**config.mk**
```make
export PLATFORM = sky130hd
export DESIGN_NAME = fmul_arbiter
export DESIGN_NICKNAME = d
export VERILOG_FILES = /design/src/rtl/fmul_arbiter.sv
export SDC_FILE = /design/constraint.sdc
export NUM_CORES = 1
export LEC_CHECK = 0
export BUFFER_PORTS_ARGS = -buffer_cell sky130_fd_sc_hd__buf_2
export CORE_AREA = 2 2 155 157
export DETAILED_ROUTE_END_ITERATION = 16
export DIE_AREA = 0 0 157 159
export GPL_TIMING_DRIVEN = 0
export PLACE_DENSITY = 0.58
export SLEW_MARGIN = 20
export SYNTH_ARGS = -nofsm -noshare
export SYNTH_HDL_FRONTEND = slang
export SYNTH_SLANG_ARGS = --single-unit
```
**constraint.sdc**
```tcl
create_clock -name clk -period 2.7 [get_ports clk]
set_input_delay 0.54 -clock clk [delete_from_list [all_inputs] [get_ports clk]]
set_output_delay 0.54 -clock clk [all_outputs]
set_load 0.02 [all_outputs]
```
**src/rtl/fmul_arbiter.sv**
```systemverilog
// ---------------------------------------------------------------------------
// fmul_arbiter
//
// Shares a single pipelined fmul unit (fixed latency NSTAGE, no stall) among
// NREQ requesters. A round-robin arbiter picks at most one requester per
// cycle, registers its operands towards the fmul, and carries the requester
// ID alongside the operation in a tag pipeline. When the result comes out
// of the fmul it is registered together with the tag and presented on one
// shared response bus.
//
// Latency: handshake in cycle t -> rsp_valid high in cycle t+NSTAGE+2.
//
// Ports:
//   clk            clock, all state on the rising edge
//   rstn           synchronous active-low reset
//   req_valid      [NREQ]     requester i presents operands
//   req_ready      [NREQ]     grant to requester i (combinational on req_valid)
//   req_x1/req_x2  [32*NREQ]  operands, slice [32i+31:32i] for requester i
//   fmul_x1/x2     [32]       registered operands driven to the fmul
//   fmul_y         [32]       fmul result
//   fmul_ovf       [1]        fmul overflow flag
//   rsp_valid      [1]        one-cycle pulse per completed operation
//   rsp_id         [IDW]      requester that issued the operation
//   rsp_y/rsp_ovf  [32]/[1]   registered result and overflow flag
//
// Optional feature (macro FMUL_ARB_PERF_EN):
//   perf_issue     [32]       count of granted cycles
//   perf_conflict  [32]       count of cycles with two or more requests
// ---------------------------------------------------------------------------
module fmul_arbiter #(
  parameter int NREQ   = 4,
  parameter int NSTAGE = 2,
  parameter int IDW    = $clog2(NREQ)
) (
  input  logic                 clk,
  input  logic                 rstn,
  input  logic [NREQ-1:0]      req_valid,
  output logic [NREQ-1:0]      req_ready,
  input  logic [32*NREQ-1:0]   req_x1,
  input  logic [32*NREQ-1:0]   req_x2,
  output logic [31:0]          fmul_x1,
  output logic [31:0]          fmul_x2,
  input  logic [31:0]          fmul_y,
  input  logic                 fmul_ovf,
  output logic                 rsp_valid,
  output logic [IDW-1:0]       rsp_id,
  output logic [31:0]          rsp_y,
  output logic                 rsp_ovf
`ifdef FMUL_ARB_PERF_EN
  ,
  output logic [31:0]          perf_issue,
  output logic [31:0]          perf_conflict
`endif
);

  // Round-robin pointer: index of the most recently granted requester.
  logic [IDW-1:0] ptr;

  logic [IDW-1:0] gnt_idx;
  logic [IDW-1:0] scan_idx;
  logic           found;
  logic           grant;
  logic [31:0]    sel_x1;
  logic [31:0]    sel_x2;

  // Tag pipeline. Stage 0 travels with the operand register (valid in the
  // cycle the operands are applied to the fmul); stages 1..NSTAGE follow the
  // fmul latency, so stage NSTAGE lines up with fmul_y.
  logic           tag_v  [0:NSTAGE];
  logic [IDW-1:0] tag_id [0:NSTAGE];

  // Scan requesters starting just after the pointer, wrapping at NREQ; the
  // first valid one wins.
  always_comb begin
    found    = 1'b0;
    gnt_idx  = '0;
    scan_idx = '0;
    for (int k = 1; k <= NREQ; k++) begin
      scan_idx = IDW'((int'(ptr) + k) % NREQ);
      if (!found && req_valid[scan_idx]) begin
        found   = 1'b1;
        gnt_idx = scan_idx;
      end
    end
  end

  // Nothing is granted while reset is asserted.
  assign grant = found & rstn;

  // One-hot ready towards the requesters, plus the operand mux for the winner.
  always_comb begin
    req_ready = '0;
    sel_x1    = '0;
    sel_x2    = '0;
    if (grant) begin
      req_ready[gnt_idx] = 1'b1;
    end
    for (int i = 0; i < NREQ; i++) begin
      if (gnt_idx == IDW'(i)) begin
        sel_x1 = req_x1[32*i +: 32];
        sel_x2 = req_x2[32*i +: 32];
      end
    end
  end

  // Pointer starts at NREQ-1 so requester 0 has first priority after reset.
  always_ff @(posedge clk) begin
    if (!rstn) begin
      ptr <= IDW'(NREQ - 1);
    end else if (grant) begin
      ptr <= gnt_idx;
    end
  end

  // Issue stage and tag shift. Operands hold when nothing is granted so the
  // fmul inputs do not toggle needlessly; only the tag valid bit matters.
  always_ff @(posedge clk) begin
    if (!rstn) begin
      fmul_x1 <= '0;
      fmul_x2 <= '0;
      for (int k = 0; k <= NSTAGE; k++) begin
        tag_v[k]  <= 1'b0;
        tag_id[k] <= '0;
      end
    end else begin
      if (grant) begin
        fmul_x1 <= sel_x1;
        fmul_x2 <= sel_x2;
      end
      tag_v[0]  <= grant;
      tag_id[0] <= gnt_idx;
      for (int k = 1; k <= NSTAGE; k++) begin
        tag_v[k]  <= tag_v[k-1];
        tag_id[k] <= tag_id[k-1];
      end
    end
  end

  // Response register: captures the fmul output only when the aligned tag is
  // valid, otherwise the bus keeps its last values.
  always_ff @(posedge clk) begin
    if (!rstn) begin
      rsp_valid <= 1'b0;
      rsp_id    <= '0;
      rsp_y     <= '0;
      rsp_ovf   <= 1'b0;
    end else begin
      rsp_valid <= tag_v[NSTAGE];
      if (tag_v[NSTAGE]) begin
        rsp_id  <= tag_id[NSTAGE];
        rsp_y   <= fmul_y;
        rsp_ovf <= fmul_ovf;
      end
    end
  end

`ifdef FMUL_ARB_PERF_EN
  // Free-running performance counters; both wrap naturally at 2^32.
  always_ff @(posedge clk) begin
    if (!rstn) begin
      perf_issue    <= '0;
      perf_conflict <= '0;
    end else begin
      if (grant) begin
        perf_issue <= perf_issue + 32'd1;
      end
      if ($countones(req_valid) > 1) begin
        perf_conflict <= perf_conflict + 32'd1;
      end
    end
  end
`endif

endmodule

```
==> results of run 1 <==
[cells by family after synthesis]
| logic type | share of synthesized area |
|---|---|
| buf+inv | 0.0540 |
| simple gates | 0.294 |
| flops | 0.390 |
| mux | 0.0670 |
| compound gates | 0.195 |
[flip-flops by register name, indices dropped and copies added (netlist names)]
register / count
tag_v: 3
rsp_valid: 1
ptr: 2
tag_id: 6
fmul_x2: 32
rsp_id: 2
rsp_y: 32
rsp_ovf: 1
fmul_x1: 32
[synth_stat cells, drive strengths merged (4+ instances only)]
cell,instances
nand2,211
dfxtp,111
o21ai,63
and2,46
and3,40
clkbuf,39
o221ai,38
mux2i,37
nor2b,35
a21oi,27
a221oi,23
buf,23
nor2,10
nand2b,5
nor3,5
inv,4
[metrics by stage]
| step | area, um^2 | std cells |
|---|---|---|
| finish | 8430 | 1467 |
| global route | 8430 | 1467 |
| CTS | 8420 | 1467 |
| detailed placement | 8080 | 1451 |
| global placement | 8080 | 1451 |
| floorplan | 5700 | 735 |
[report_power, final]
part	leakage, nW	switching, mW	internal (mW)
sequential	0.916	0.0829	1.79
clock	0.148	0.717	0.658
combinational	3.06	0.832	0.605
total	4.12	1.63	3.05
[worst register-to-register path, stage by stage, from the launching register on]
cell	delay, ns
dfxtp_2	0.38
nand2b_2	0.25
a31o_1	0.25
o21ai_1	0.21
clkbuf_1	0.52
o221ai_1	0.25
o21ai_1	0.17
and2_1	0.13
[path summary, 6_finish.rpt]
kind	to	slack [ns]	depth (start not counted)
setup / recovery	req_ready[0]	0.07	6
hold reg to reg	tag_id[2][1]$_SDFF_PN0_	0.44	1
hold / removal	rsp_y[8]$_SDFFE_PN0P_	0.44	3
setup reg to reg	fmul_x1[2]$_SDFFE_PN0N_	0.49	7
[metal layers]
layer  up-vias  wire [um]
met4         2        344
met3        23       1580
met1      3085      10700
li1       3369          -
met5         -         11
met2       266      12700
[final cells by class]
cell class	instances	area, um^2	share of cell area
sequential	111	2220	0.264
antenna	1	2.50	0.000297
buffer	59	277	0.0328
tap	319	399	0.0474
timing repair buffer	399	2000	0.238
inverter	4	15.0	0.00178
clock inverter	7	75.1	0.00891
multi-input combinational	558	3210	0.381
clock buffer	9	225	0.0267
[repair_timing]
item / 4_1_cts / 5_1_grt
resized for setup: 7 / 6
setup buffers: 2 / 0
pin swaps: 3 / 0
endpoints found under the setup margin: 4 / 13
==> run_results.csv, run 1 <==
group,metric,value,unit
outcome,status,"complete, no violations",
logic_synthesis,synth.avg_cell_area,7.75,um^2
route,antenna_left,0,
sta,hold_ws,0.438,ns
layout,nFillCells,2519,
logic_synthesis,ys.flop_type,"dfxtp_1",
cts,cts_root_buf,"clkbuf_16",
floorplan,coreArea,0.0232,mm^2
layout,nets,1437,
logic_synthesis,yosys_warnings,0,
sta,hold_viol_final,0,
layout,layout_common_cells,"410 x buf_2, 210 x nand2_1, 109 x dfxtp_1",
route,vias,6745,
floorplan,die-area,0.0250,mm^2
cts,cts_tree,"yes",
sta,tightest_slew,0.804,ns
critical_path,crit_required,2.16,ns
global_routing,grt_pass1_wl,37.5,mm
route,wl,25.3,mm
critical_path,critPathMaxFanout,19,
power_and_ir_drop,power_leakage,4.12,nW
sta,finalCritPeriodShare,0.973,
logic_synthesis,synth_cells,735,
logic_synthesis,syn_nets,1030,
cts,cts_max_level,3,
critical_path,slowest_stage,"a311o_1",
sta,setup_viol,0,
critical_path,crit_chain,"nand2b_2, a311o_1, buf_4, buf_6, and3_1, buf_2",
placed_design,post-place-ws,-0.384,ns
global_routing,grt.total_usage,0.196,
job,maxCapViolCount,0,
worst_hold_path,hold_class,"in2reg",
sta,max_freq,0.381,GHz
global_routing,grt_max_degree,22,
global_routing,grtUsageMet2,0.355,
layout,fin_util,0.363,
critical_path,crit_start,"ptr[0]$_SDFFE_PN1N_",
sta,slew_violations,0,
critical_path,worst_setup_path_start_kind,"register",
route,drt_iter0_drc,315,
sta,tns,0,ns
layout,drive_gt1_frac,0.388,
placed_design,port-buffer-count,397,
floorplan,fp-row-count,56,
placed_design,dp_hpwl,20.1,mm
sta,clock_skew,0.00957,ns
floorplan,die_w,157,um
worst_hold_path,hp-start,"fmul_y[8]",
cts,clock-sinks,111,
layout,layout_commonest_cell,"buf_2",
cts,numCtsBuffers,9,
sta,fin_crit,2.63,ns
logic_synthesis,synth-edff-count,0,
global_routing,top_usage_layer,"met2",
floorplan,start_util,0.246,
critical_path,slowest_delay,0.41,ns
critical_path,cp.arrival,2.09,ns
power_and_ir_drop,power,4.69,mW
cts,clk_path_buf_depth,2,
logic_synthesis,synthDistinctLibCells,38,
cts,clk_pin_slew,0.09,ns
global_routing,grtUsageMet3,0.0384,
logic_synthesis,synth_top_area_share,0.390,
critical_path,rr_startpoint,"ptr[0]$_SDFFE_PN1N_",
route,routedWlPerCell,17.3,um
layout,syn2layout_area_growth,47.9,%
sta,rsz0062_at_grt,"yes",
logic_synthesis,syn-cell-area,0.00570,mm^2
global_routing,grt_pass1_vias,6564,
cts,cts_hold_repair.buffers,0,
sta,timing.final.ws_setup,0.0724,ns
global_routing,globalRoute.totalOverflow,0,
critical_path,crit_path_end_kind,"output port",
global_routing,use_met1,0.235,
logic_synthesis,ys_async_sr_fraction,0,
critical_path,crit_type,"reg2out",
power_and_ir_drop,pwr_density_cell,556,mW/mm^2
power_and_ir_drop,ir_drop,0.000245,V
placed_design,globalplace.congestion,0.870,
global_routing,antenna_found_initial,2,
floorplan,io_pins,399,
route,drc,0,
logic_synthesis,yosys-top-cells-area,"dfxtp_1 39%, nand2_1 14%, mux2i_1 6.5%",
floorplan,die_height,159,um
logic_synthesis,synth_largest_area_cell,"dfxtp_1",
critical_path,crit_buf_inv,3,
cts,insertion_delay,0.36,ns
logic_synthesis,synth-seq-cells,111,
route,firstDrtPassIters,4,
critical_path,cpLargestDelayFamily,"buffers and inverters",
sta,relSlewSlack,0.464,
logic_synthesis,yosysSeqAreaShare,0.390,
route,via_per_inst,4.60,
Note: power is estimated with default switching activity, not from simulation.
==> inputs of run 2 (changes only) <==
- ABC_AREA: unset -> 1
- CORE_AREA: 2 2 155 157 -> 2 2 157 159
- DIE_AREA: 0 0 157 159 -> 0 0 159 161
- PLACE_DENSITY: 0.58 -> 0.6
==> run_results.csv, run 2 <==
group,metric,value,unit
outcome,status,"complete, no violations",
floorplan,die-area,0.0256,mm^2
placed_design,port-buffer-count,398,
floorplan,coreArea,0.0240,mm^2
layout,syn2layout_area_growth,48.4,%
sta,tightest_slew,0.567,ns
floorplan,start_util,0.263,
sta,hold_viol_final,0,
critical_path,slowest_stage,"dfxtp_4",
global_routing,grt.total_usage,0.213,
critical_path,cp_common_cell,"nand3_4",
logic_synthesis,ys_async_sr_fraction,0,
power_and_ir_drop,power_leakage,5.26,nW
sta,fin_crit,2.56,ns
placed_design,globalplace.congestion,0.919,
global_routing,grt_pass1_vias,7706,
route,routedWlPerCell,15.5,um
critical_path,crit_chain,"inv_8, nand2_1, nand3_2, nand2_4, inv_2, nor2_4, nand3_4, nand3_4, buf_8, inv_6, nor3_4, buf_6",
logic_synthesis,synth_largest_area_cell,"dfxtp_1",
critical_path,cp_num_cells,12,
critical_path,worst_setup_path_start_kind,"register",
critical_path,critPathMaxFanout,12,
sta,relSlewSlack,0.621,
cts,clock-sinks,111,
global_routing,grt_max_degree,23,
logic_synthesis,synth-edff-count,0,
critical_path,crit_required,2.16,ns
worst_hold_path,hp-start,"fmul_y[23]",
critical_path,slowest_delay,0.42,ns
global_routing,antenna_found_initial,9,
floorplan,die_height,161,um
route,drt_iter0_drc,437,
logic_synthesis,synth_top_area_share,0.353,
logic_synthesis,syn-cell-area,0.00630,mm^2
power_and_ir_drop,pwr_density_cell,1340,mW/mm^2
layout,nets,1758,
cts,numCtsBuffers,9,
worst_hold_path,hold_class,"in2reg",
floorplan,fp-row-count,57,
global_routing,globalRoute.totalOverflow,0,
cts,clk_pin_slew,0.08,ns
job,maxCapViolCount,0,
layout,layout_commonest_cell,"buf_2",
critical_path,cp.arrival,2.02,ns
sta,slew_violations,0,
route,vias,7912,
sta,finalCritPeriodShare,0.950,
logic_synthesis,yosysSeqAreaShare,0.353,
route,wl,27.8,mm
sta,clock_skew,0.00480,ns
route,firstDrtPassIters,5,
placed_design,dp_hpwl,22.4,mm
critical_path,crit_buf_inv,5,
placed_design,post_dp_cell_area,0.00870,mm^2
route,via_per_inst,4.41,
critical_path,cpLargestDelayFamily,"simple AND/OR/NAND/NOR gates",
sta,tns,0,ns
logic_synthesis,synth_commonest_cells,"355 x nand2_1, 151 x nor2_1, 111 x dfxtp_1",
layout,fin_area,0.00935,mm^2
critical_path,rr_worst_depth,16,
global_routing,grt_pass1_wl,42.5,mm
logic_synthesis,synth-seq-cells,111,
cts,cts_root_buf,"clkbuf_16",
logic_synthesis,synth.most_common_cell,"nand2_1",
logic_synthesis,yosys-top-cells-area,"dfxtp_1 35%, nand2_1 21%, nor2_1 9.0%",
floorplan,io_pins,399,
critical_path,crit_path_end_kind,"output port",
logic_synthesis,synth.avg_cell_area,6.04,um^2
critical_path,rr_startpoint,"ptr[0]$_SDFFE_PN1N_",
critical_path,rrSetupSlack,0.32,ns
sta,setup_viol,0,
route,antenna_left,0,
power_and_ir_drop,ir_drop,0.000638,V
logic_synthesis,synthDistinctLibCells,27,
critical_path,r2r-end,"fmul_x1[16]$_SDFFE_PN0N_",
cts,clk_path_buf_depth,2,
layout,drive_gt1_frac,0.359,
sta,max_freq,0.390,GHz
layout,layout_common_cells,"410 x buf_2, 341 x nand2_1, 150 x nor2_1",
layout,largestRegisters,"fmul_x1 (32), fmul_x2 (32), rsp_y (32)",
logic_synthesis,syn_nets,1338,
logic_synthesis,ys.flop_type,"dfxtp_1",
logic_synthesis,synth_cells,1043,
layout,nFillCells,2690,
worst_hold_path,worstHoldPathCells,3,
critical_path,crit_type,"reg2out",
cts,insertion_delay,0.36,ns
worst_hold_path,min_to,"rsp_y[23]$_SDFFE_PN0P_",
logic_synthesis,yosys_warnings,0,
route,drc,0,
cts,cts_max_level,3,
floorplan,die_w,159,um
cts,cts_tree,"yes",
-- run 2: changes by cell type after synthesis, sizes merged, moves of 40 or more --
| cell | previous run | this run |
|---|---|---|
| nand3 | 2 | 97 |
| nor2 | 10 | 156 |
| and3 | 40 | 0 |
| nand2 | 211 | 363 |
| and2 | 46 | 0 |
| inv | 4 | 108 |
-- run 2: how the worst max path moves through the flow --
stage,startpoint,to,slack [ns]
final,ptr[0]$_SDFFE_PN1N_,req_ready[2],0.14
after global routing,ptr[0]$_SDFFE_PN1N_,req_ready[2],-0.03
after detailed placement,req_valid[3],req_ready[3],-0.25
after floorplan,req_valid[2],req_ready[2],0.21
after global placement,req_valid[2],req_ready[2],-0.20
after CTS,ptr[0]$_SDFFE_PN1N_,req_ready[0],-0.05
-- run 2: timing repair --
item | in CTS | in global routing
setup endpoints to repair | 4 | 5
hold buffers | 0 | 0
setup buffers | 5 | 13
pin swaps | 13 | 16
gates resized for setup | 26 | 43
-- run 2: cell type report --
cell class | instances | area (um^2) | share of cell area
diodes | 4 | 10.0 | 0.00107
plain buffers | 59 | 373 | 0.0399
clock buffers | 9 | 225 | 0.0241
clock inverters | 7 | 80.1 | 0.00857
inverters | 110 | 430 | 0.0460
multi-input cells | 756 | 3450 | 0.369
flip-flops and latches | 111 | 2230 | 0.238
well taps | 324 | 405 | 0.0434
repair buffers | 416 | 2150 | 0.230
-- run 2: routing by layer --
layer | share of wire | up-vias | wire length, um | global-route usage
met3 | 0.069 | 39 | 1910 | 0.0547
met4 | 0.026 | 8 | 723 | 0.0711
met2 | 0.49 | 292 | 13600 | 0.377
li1 | - | 4087 | - | -
met1 | 0.42 | 3486 | 11500 | 0.251
met5 | 0.0014 | - | 38 | 0
-- run 2: power by group --
part           leakage [nW]  switching (mW)  internal, mW
Combinational          4.20            5.64          3.02
Clock                 0.146           0.720         0.664
Sequential            0.917           0.279          2.21
-- run 2: worst min-delay path: stages --
cell    delay (ns)
buf_2         0.07
nor2_1        0.03
nor2_1        0.08
-- run 2: per-stage QoR --
| step | utilization | std cells | total power, mW | hold WS [ns] | setup slack (ns) |
|---|---|---|---|---|---|
| finish | 0.390 | 1796 | 12.5 | 0.401 | 0.136 |
| CTS | 0.380 | 1781 | 12.2 | 0.382 | -0.0491 |
| detailed placement | 0.363 | 1765 | 10.6 | 0.399 | -0.246 |
| floorplan | - | 1043 | 7.82 | 0.390 | 0.215 |
| global placement | 0.363 | 1765 | 10.5 | 0.401 | -0.204 |
| global route | 0.390 | 1794 | 13.7 | 0.392 | -0.0287 |
-- run 2: cells by family (layout without fill, tap and decap cells) --
kind of cell / after synthesis / after routing / share of synthesized area
other: 0 / 4 / 0
buffers and inverters: 176 / 601 / 0.126
and+or+nand+nor: 647 / 647 / 0.429
DFF: 111 / 111 / 0.353
AOI/OAI and AO/OA: 109 / 109 / 0.0922
==> inputs of run 3 (changes only) <==
--- a/config.mk
+++ b/config.mk
@@ -11,4 +11,5 @@
 export DETAILED_ROUTE_END_ITERATION = 16
 export DIE_AREA = 0 0 159 161
+export GPL_ROUTABILITY_DRIVEN = 0
 export GPL_TIMING_DRIVEN = 0
 export PLACE_DENSITY = 0.6
@@ -17,2 +18,3 @@
 export SYNTH_HDL_FRONTEND = slang
 export SYNTH_SLANG_ARGS = --single-unit
+export TNS_END_PERCENT = 1
==> constraint.sdc (replaced) <==
create_clock -name clk -period 2.7 [get_ports clk]
set_input_delay 0.27 -clock clk [delete_from_list [all_inputs] [get_ports clk]]
set_output_delay 0.27 -clock clk [all_outputs]
set_load 0.02 [all_outputs]
==> run_results.csv, run 3 (synthesis results as in run 2) <==
group,metric,value,unit
outcome,status,"complete, no violations",
layout,fin_cells,1786,
sta,hold_ws,0.124,ns
sta,tns,0,ns
placed_design,port-buffer-count,398,
cts,clock-sinks,111,
critical_path,r2r-end,"fmul_x2[27]$_SDFFE_PN0N_",
layout,layout_commonest_cell,"buf_2",
critical_path,crit_required,2.43,ns
sta,fin_crit,2.53,ns
cts,cts_max_level,3,
route,vias,7888,
route,routedWlPerCell,15.2,um
route,via_per_inst,4.42,
worst_hold_path,min_to,"rsp_y[5]$_SDFFE_PN0P_",
critical_path,rr_startpoint,"ptr[0]$_SDFFE_PN1N_",
layout,largestRegisters,"fmul_x1 (32), fmul_x2 (32), rsp_y (32)",
route,antenna_left,0,
route,firstDrtPassIters,5,
worst_hold_path,hold_class,"in2reg",
route,wl,27.2,mm
critical_path,rr_worst_depth,17,
placed_design,dp.cells,1765,
layout,fin_area,0.00905,mm^2
critical_path,crit_path_end_kind,"output port",
power_and_ir_drop,switching_power,6.38,mW
floorplan,start_util,0.263,
layout,drive_gt1_frac,0.340,
power_and_ir_drop,seqPwrFrac,0.207,
critical_path,rrSetupSlack,0.28,ns
floorplan,fp-row-count,57,
layout,syn2layout_area_growth,43.7,%
cts,insertion_delay,0.36,ns
cts,cts_hold_repair.buffers,0,
global_routing,grt_pass1_wl,41.2,mm
sta,slew_violations,0,
critical_path,crit_type,"reg2out",
cts,cts_tree,"yes",
power_and_ir_drop,p_sw_frac,0.533,
layout,fin_util,0.378,
critical_path,critPathMaxFanout,10,
placed_design,dp_hpwl,22.1,mm
sta,max_freq,0.396,GHz
sta,finalCritPeriodShare,0.935,
sta,hold_viol_final,0,
route,drt_iter0_drc,407,
global_routing,globalRoute.totalOverflow,0,
sta,timing.final.ws_setup,0.175,ns
floorplan,die_height,161,um
placed_design,post-place-ws,0.134,ns
cts,clk_pin_slew,0.08,ns
worst_hold_path,hp-start,"fmul_y[5]",
global_routing,grt_pass1_vias,7552,
floorplan,die_w,159,um
critical_path,worst_setup_path_start_kind,"register",
layout,layout_common_cells,"413 x buf_2, 353 x nand2_1, 151 x nor2_1",
power_and_ir_drop,intPower,5.58,mW
layout,nets,1747,
sta,relSlewSlack,0.604,
sta,clock_skew,0.00614,ns
cts,clk_path_buf_depth,2,
worst_hold_path,worstHoldPathCells,3,
sta,setup_viol,0,
global_routing,grt_max_degree,23,
route,drc,0,
global_routing,antenna_found_initial,10,
power_and_ir_drop,pwr_density_cell,1320,mW/mm^2
cts,numCtsBuffers,9,
placed_design,post_dp_cell_area,0.00870,mm^2
power_and_ir_drop,clkPwrFrac,0.116,
job,maxCapViolCount,0,
floorplan,io_pins,399,
floorplan,coreArea,0.0240,mm^2
floorplan,die-area,0.0256,mm^2
power_and_ir_drop,p_comb_frac,0.677,
power_and_ir_drop,power,12.0,mW
sta,rsz0062_at_grt,"no",
critical_path,cp.arrival,2.26,ns
sta,tightest_slew,0.592,ns
power_and_ir_drop,power_leakage,5.15,nW
cts,cts_root_buf,"clkbuf_16",
global_routing,grt.total_usage,0.207,
power_and_ir_drop,ir_drop,0.000549,V
## run 3: worst max-delay path by stage
stage / cells after the start / to / from / slack [ns]
after global routing: 13 / req_ready[2] / ptr[0]$_SDFFE_PN1N_ / 0.02
after global placement: 15 / req_ready[3] / ptr[0]$_SDFFE_PN1N_ / 0.18
after detailed placement: 15 / req_ready[3] / ptr[0]$_SDFFE_PN1N_ / 0.13
after floorplan: 14 / req_ready[2] / ptr[0]$_SDFFE_PN1N_ / 0.52
final: 15 / req_ready[3] / ptr[0]$_SDFFE_PN1N_ / 0.17
after CTS: 13 / req_ready[1] / ptr[0]$_SDFFE_PN1N_ / 0.002
## run 3: layer usage
layer,GRT usage,wire (um)
met5,0,48
met4,0.0818,925
met3,0.0570,1980
met2,0.363,13200
met1,0.239,11000
## run 3: power groups by stage
stage	sequential (mW)	combinational [mW]	clock, mW
2_1_floorplan	3.11	4.71	0
3_3_place_gp	2.49	8.03	0
3_5_place_dp	2.50	8.06	0
4_1_cts	2.48	8.10	1.45
5_1_grt	2.53	8.97	1.51
6_report	2.47	8.10	1.39
## run 3: final cells by class
type                    count  area, um^2
fillers                  2753       14900
multi-input cells         756        3300
flip-flops and latches    111        2220
repair buffers            400        2010
inverters                 110         418
well taps                 324         405
plain buffers              64         383
clock buffers               9         225
clock inverters             7        78.8
diodes                      5        12.5
## run 3: timing repair
item | CTS | global route
endpoints found under the setup margin | 4 | 7
gates cloned | 0 | 0
gates resized for setup | 1 | 10
pin swaps | 1 | 1
buffers inserted | 1 | 1
## run 3: worst max-delay path, stage by stage (launching register included)
cell,delay (ns)
dfxtp_1,0.33
buf_6,0.14
inv_4,0.07
nand2_1,0.08
nand2_2,0.08
nand2_2,0.08
nand2_2,0.08
inv_2,0.08
nand2_1,0.06
nand2_2,0.09
nand3_4,0.12
nor2_4,0.16
buf_4,0.21
inv_1,0.05
nor2_1,0.07
buf_2,0.19
